[src/rtl/wts_channel_scheduler_if.sv]
// Bus between the CPU request side, the slot scheduler and the envelope engine.
// Requests are single-cycle pulses with no backpressure; engine outputs are combinational each cycle.
interface wts_channel_scheduler_if #(
  parameter int NUM_CH = 5
);
  logic              enable;
  logic [NUM_CH-1:0] key_on_req;
  logic [NUM_CH-1:0] key_release_req;
  logic [NUM_CH-1:0] key_off_req;
  logic [2:0]        active;
  logic [NUM_CH-1:0] key_on;
  logic [NUM_CH-1:0] key_release;
  logic [NUM_CH-1:0] key_off;
  logic              frame_start;
  logic [NUM_CH-1:0] pending;

  modport master (
    output enable, key_on_req, key_release_req, key_off_req,
    input  active, key_on, key_release, key_off, frame_start, pending
  );

  modport slave (
    input  enable, key_on_req, key_release_req, key_off_req,
    output active, key_on, key_release, key_off, frame_start, pending
  );
endinterface

[src/rtl/wts_channel_scheduler.sv]
// Slot sequencer for the time-multiplexed ADSR engine: walks NUM_CH channel slots plus
// one idle slot and releases each channel's latched key request in its service cycle.
module wts_channel_scheduler #(
  parameter int NUM_CH      = 5,
  parameter int SLOT_CYCLES = 1
) (
  input  logic                    clk,
  input  logic                    reset,
  wts_channel_scheduler_if.slave  bus
);

  typedef enum logic [1:0] {
    CODE_NONE = 2'd0,
    CODE_ON   = 2'd1,
    CODE_REL  = 2'd2,
    CODE_OFF  = 2'd3
  } code_e;

  localparam logic [2:0] IDLE_SLOT = 3'(NUM_CH);
  localparam logic [7:0] LAST_P    = 8'(SLOT_CYCLES - 1);

  logic [2:0]        s_q, s_d;
  logic [7:0]        p_q, p_d;
  code_e             code_q [NUM_CH];
  code_e             code_d [NUM_CH];
  logic              service;
  logic [NUM_CH-1:0] key_on_o, key_release_o, key_off_o, pending_o;

  // Reset gates service so the engine sees the idle slot for the whole reset pulse.
  assign service = !reset && bus.enable && (p_q == 8'd0) && (s_q < IDLE_SLOT);

  always_comb begin
    s_d = s_q;
    p_d = p_q;
    if (bus.enable) begin
      if (p_q == LAST_P) begin
        p_d = 8'd0;
        s_d = (s_q == IDLE_SLOT) ? 3'd0 : s_q + 3'd1;
      end else begin
        p_d = p_q + 8'd1;
      end
    end
  end

  always_comb begin
    key_on_o      = '0;
    key_release_o = '0;
    key_off_o     = '0;
    pending_o     = '0;
    for (int c = 0; c < NUM_CH; c++) begin
      code_d[c]    = code_q[c];
      pending_o[c] = (code_q[c] != CODE_NONE);
      // A request landing in the service cycle replaces the code after it is emitted.
      if (bus.key_off_req[c])          code_d[c] = CODE_OFF;
      else if (bus.key_on_req[c])      code_d[c] = CODE_ON;
      else if (bus.key_release_req[c]) code_d[c] = CODE_REL;
      else if (service && s_q == 3'(c)) code_d[c] = CODE_NONE;
      if (service && s_q == 3'(c)) begin
        case (code_q[c])
          CODE_ON:  key_on_o[c]      = 1'b1;
          CODE_REL: key_release_o[c] = 1'b1;
          CODE_OFF: key_off_o[c]     = 1'b1;
          default:  ;
        endcase
      end
    end
  end

  assign bus.active      = service ? s_q : IDLE_SLOT;
  assign bus.frame_start = service && (s_q == 3'd0);
  assign bus.key_on      = key_on_o;
  assign bus.key_release = key_release_o;
  assign bus.key_off     = key_off_o;
  assign bus.pending     = pending_o;

  always_ff @(posedge clk or posedge reset) begin
    if (reset) begin
      s_q <= 3'd0;
      p_q <= 8'd0;
      for (int c = 0; c < NUM_CH; c++) code_q[c] <= CODE_NONE;
    end else begin
      s_q <= s_d;
      p_q <= p_d;
      for (int c = 0; c < NUM_CH; c++) code_q[c] <= code_d[c];
    end
  end

endmodule

[src/flat_wrapper.sv]
// flat-port wrapper written by rule: the top's interface ports become plain ports
module wts_channel_scheduler_flat 
#(
  parameter int NUM_CH      = 5,
  parameter int SLOT_CYCLES = 1
)
  (clk, reset, bus_enable, bus_key_on_req, bus_key_release_req, bus_key_off_req, bus_active, bus_key_on, bus_key_release, bus_key_off, bus_frame_start, bus_pending);
  wts_channel_scheduler_if #(.NUM_CH(NUM_CH)) bus_i ();
  input  logic clk;
  input  logic reset;
  input wire logic [$bits(bus_i.enable)-1:0] bus_enable;
  input wire logic [$bits(bus_i.key_on_req)-1:0] bus_key_on_req;
  input wire logic [$bits(bus_i.key_release_req)-1:0] bus_key_release_req;
  input wire logic [$bits(bus_i.key_off_req)-1:0] bus_key_off_req;
  output wire logic [$bits(bus_i.active)-1:0] bus_active;
  output wire logic [$bits(bus_i.key_on)-1:0] bus_key_on;
  output wire logic [$bits(bus_i.key_release)-1:0] bus_key_release;
  output wire logic [$bits(bus_i.key_off)-1:0] bus_key_off;
  output wire logic [$bits(bus_i.frame_start)-1:0] bus_frame_start;
  output wire logic [$bits(bus_i.pending)-1:0] bus_pending;
  assign bus_i.enable = bus_enable;
  assign bus_i.key_on_req = bus_key_on_req;
  assign bus_i.key_release_req = bus_key_release_req;
  assign bus_i.key_off_req = bus_key_off_req;
  assign bus_active = bus_i.active;
  assign bus_key_on = bus_i.key_on;
  assign bus_key_release = bus_i.key_release;
  assign bus_key_off = bus_i.key_off;
  assign bus_frame_start = bus_i.frame_start;
  assign bus_pending = bus_i.pending;
  wts_channel_scheduler #(.NUM_CH(NUM_CH), .SLOT_CYCLES(SLOT_CYCLES)) u_core (.clk(clk), .reset(reset), .bus(bus_i));
endmodule
[config.mk]
export PLATFORM = sky130hd
export DESIGN_NAME = wts_channel_scheduler_flat
export DESIGN_NICKNAME = d
export VERILOG_FILES = /design/src/rtl/wts_channel_scheduler_if.sv /design/src/rtl/wts_channel_scheduler.sv /design/src/flat_wrapper.sv
export SDC_FILE = /design/constraint.sdc
export NUM_CORES = 1
export LEC_CHECK = 0
export CAP_MARGIN = 10
export CORE_MARGIN = 1
export CORE_UTILIZATION = 42
export DETAILED_ROUTE_END_ITERATION = 8
export GPL_ROUTABILITY_DRIVEN = 0
export PLACE_DENSITY = 0.79
export SYNTH_ARGS = -nofsm -noshare
export SYNTH_HDL_FRONTEND = slang
export SYNTH_SLANG_ARGS = --single-unit
[constraint.sdc]
create_clock -name clk -period 1.7 [get_ports clk]
set_clock_uncertainty 0.1 [all_clocks]
set_input_delay 0.17 -clock clk [delete_from_list [all_inputs] [get_ports clk]]
set_output_delay 0.17 -clock clk [all_outputs]
set_load 0.02 [all_outputs]
==> results.sh, run 1 <==
export IMPL_outcome="complete, but fails checks"
export IMPL_violations="negative setup slack"
export IMPL_rsz0062_at_grt="yes"
export IMPL_cp_depth=6
export IMPL_hp_start="bus_key_off_req[2]"
export IMPL_port_buffers=41
export IMPL_hold_end="u_core.code_q[4]"
export IMPL_async_flop_share_pct=100.0
export IMPL_grt_overflow=0
export IMPL_fin_nets=252
export IMPL_fin_crit_ns=2.299
export IMPL_syn_num_nets=164
export IMPL_ant_nets=0
export IMPL_drc=0
export IMPL_diodes=0
export IMPL_setup_viol=35
export IMPL_worstPathCellList="inv_1 -> ha_1 -> or4b_4 -> nor3_4 -> and3b_2 -> buf_6"
export IMPL_fin_tns_setup_ns=-14.36
export IMPL_switchingPower_mw=1.135
export IMPL_path_buf_inv=2
export IMPL_cts_tree="done"
export IMPL_total_power_mw=2.730
export IMPL_yosysUniqueCellTypes=39
export IMPL_r2r_setup_slack_ns=-0.53
export IMPL_netlist_area_sq_um=1376
export IMPL_wl_per_cell_um=16.59
export IMPL_synthFlopType="dfrtp_1"
export IMPL_fmax_mhz=435.0
export IMPL_ys_ff_latch=21
export IMPL_worst_slew_pin_slew_ns=0.4442
export IMPL_power_density_nw_per_um2=1095
export IMPL_fin_crit_sh_pct=135.2
export IMPL_hold_buffers=0
export IMPL_htree_levels=1
export IMPL_final_util_pct=80.98
export IMPL_cp_max_fo=5
export IMPL_p_int_mw=1.595
export IMPL_cts_sinks=21
export IMPL_crit_path_end_kind="output pin"
export IMPL_cp_startpoint="u_core.p_q[0]"
export IMPL_ys_seq_area_share_pct=38.18
export IMPL_ys_warnings_count=0
export IMPL_pwr_share_seq_pct=25.4
export IMPL_fin_cells=274
export IMPL_multiInputGateArea_sq_um=1015
export IMPL_timing_rr_end="u_core.code_q[7]"
export IMPL_power_share_clock_pct=9.2
export IMPL_drive_gt1_share_pct=50.43
export IMPL_start_util_pct=44.72
export IMPL_irDropWorstVdd_v=0.0009076
export IMPL_post_place_cells=257
export IMPL_io_pins=42
export IMPL_arrival_ns=2.03
export IMPL_clock_latency_ns=0.31
export IMPL_cpPeakStageDelay_ns=0.55
export IMPL_grt_usage_pct=26.92
export IMPL_die_w_um=59.25
export IMPL_cts_clk_slew_worst_paths_ns=0.13
export IMPL_area_growth_pct=81.09
export IMPL_cts_made_buffers=3
export IMPL_grt_max_degree=13
export IMPL_rows=20
export IMPL_drt_iter0_markers=91
export IMPL_dieArea_sq_um=3510
export IMPL_post_place_ws_ns=-0.8984
export IMPL_power_frac_comb_pct=65.3
export IMPL_finalHoldViolations=0
export IMPL_r2r_start="u_core.p_q[0]"
export IMPL_cts_root_buf="clkbuf_4"
export IMPL_relSlewSlack_pct=70.31
export IMPL_hold_class="input pin to flop"
export IMPL_hold_depth=2
export IMPL_p_sw_share_pct=41.57
export IMPL_via_per_inst=5.394
export IMPL_synthCells=143
export IMPL_drtPass1Iterations=4
export IMPL_routed_wl_mm=4.545
export IMPL_grt_pass1_vias=1509
export IMPL_cap_violations=0
export IMPL_antenna_found_initial=0
export IMPL_worstRegToRegCells=9
export IMPL_critical_path_top_delay_family="simple AND/OR/NAND/NOR gates"
export IMPL_dieHeight_um=59.25
export IMPL_final_common_cell="buf_4"
export IMPL_core_sq_um=3078
export IMPL_synth_edff_count=0
export IMPL_cp_required_ns=1.43
export IMPL_vias=1478
export IMPL_dp_hpwl_mm=3.154
export IMPL_power_leakage_nw=1.101
export IMPL_path_class="flop to output pin"
export IMPL_most_common_layout_cells="buf_4, buf_6, clkdlybuf4s50_1"
export IMPL_clock_path_buffers=2
export IMPL_cp_start_kind="flop"
export IMPL_worst_slack_ns=-0.5989
export IMPL_slew_viol_final=0
export IMPL_grt_pass1_wl_mm=7.017
export IMPL_seqCellArea_sq_um=531.8
export IMPL_syn_avg_cell_area_sq_um=9.625
export IMPL_crit_slowest_cell="or4b_4"
export IMPL_fillers=191
-- cells in the mapped netlist, drive strengths merged (4+ instances only) --
cell / instances / share of area [%]
dfrtp: 21 / 38
inv: 16 / 4.4
nand2: 8 / 2.2
nor2: 8 / 3.4
nand3: 7 / 2.5
nor3b: 6 / 3.3
nor2b: 5 / 2.3
nor3: 5 / 2.6
nor4b: 5 / 5.4
a311o: 4 / 2.9
clkbuf: 4 / 1.1
nand2b: 4 / 1.8
o41ai: 4 / 2.5
or2: 4 / 1.8
xnor2: 4 / 2.5
xor2: 4 / 2.5
-- flip-flops by register name (all words and copies together) (netlist names) --
signal / cells
u_core.code_q: 10
u_core.p_q: 8
u_core.s_q: 3
-- worst max path at each step --
stage / end / slack, ns
6_report: bus_key_on[0] / -0.60
3_5_place_dp: bus_key_on[0] / -0.90
2_1_floorplan: bus_key_on[0] / -0.33
3_3_place_gp: bus_key_on[0] / -0.83
5_1_grt: bus_key_on[0] / -0.69
4_1_cts: bus_key_on[0] / -0.64
-- worst reg2reg max path, cell delays in order (launching register included) --
cell and delay, ns:
dfrtp_1 0.40, inv_1 0.06, ha_1 0.15, or4b_4 0.55, buf_4 0.18, buf_6 0.10
buf_6 0.11, buf_4 0.13, o41ai_2 0.26, nand2_1 0.08
-- logic make-up (layout without fill, tap and decap cells) --
family	count (synthesis)	in the layout	share of synthesized area, %
xor gates and xnor gates	8	8	5.090
DFF	21	21	38.18
AOI/OAI and AO/OA	19	19	11.18
and+or+nand+nor	67	67	33.82
adders and majority gates	3	3	2.728
buffers and inverters	23	110	7.454
muxes	2	2	1.545
-- per-stage QoR --
| step | hold slack (ns) | cell area (sq um) |
|---|---|---|
| final | 0.3725 | 2492 |
| after global routing | 0.3899 | 2492 |
| after CTS | 0.3758 | 2405 |
| after detailed placement | 0.4717 | 2247 |
| after global placement | 0.4539 | 2247 |
| after floorplan | 0.1757 | 1556 |
-- power groups by stage --
stage	registers, mW	logic (mW)	clock network (mW)
6_report	0.694	1.78	0.252
5_1_grt	0.707	1.87	0.277
4_1_cts	0.695	1.61	0.253
3_5_place_dp	0.705	1.38	0
3_3_place_gp	0.695	1.30	0
2_1_floorplan	0.760	0.739	0
-- layer usage --
layer,GRT usage (%),wire length (um),part of all wire [%]
met1,32.50,1802,40
met2,49.60,2469,54
met3,2.838,203,4.5
met4,8.503,69,1.5
met5,0,0,0
-- area by class of cell --
type	count	share of cell area [%]
Tap cell	44	2.209
Timing Repair Buffer	90	32.28
Multi-Input combinational cell	99	40.71
Sequential cell	21	21.34
Inverter	16	2.410
Clock buffer	4	1.054
-- timing repair --
item,in CTS,in global routing
gates cloned,0,0
pin swaps,7,7
gates resized for setup,129,10
buffers inserted,7,7
setup endpoints to repair,40,38
Note: power is estimated with default switching activity, not from simulation.
==> inputs of run 2 (changes only) <==
SLEW_MARGIN = 20   (was default)
==> results of run 2 <==
The final DEF is identical to that of run 1; final timing and power are the same.
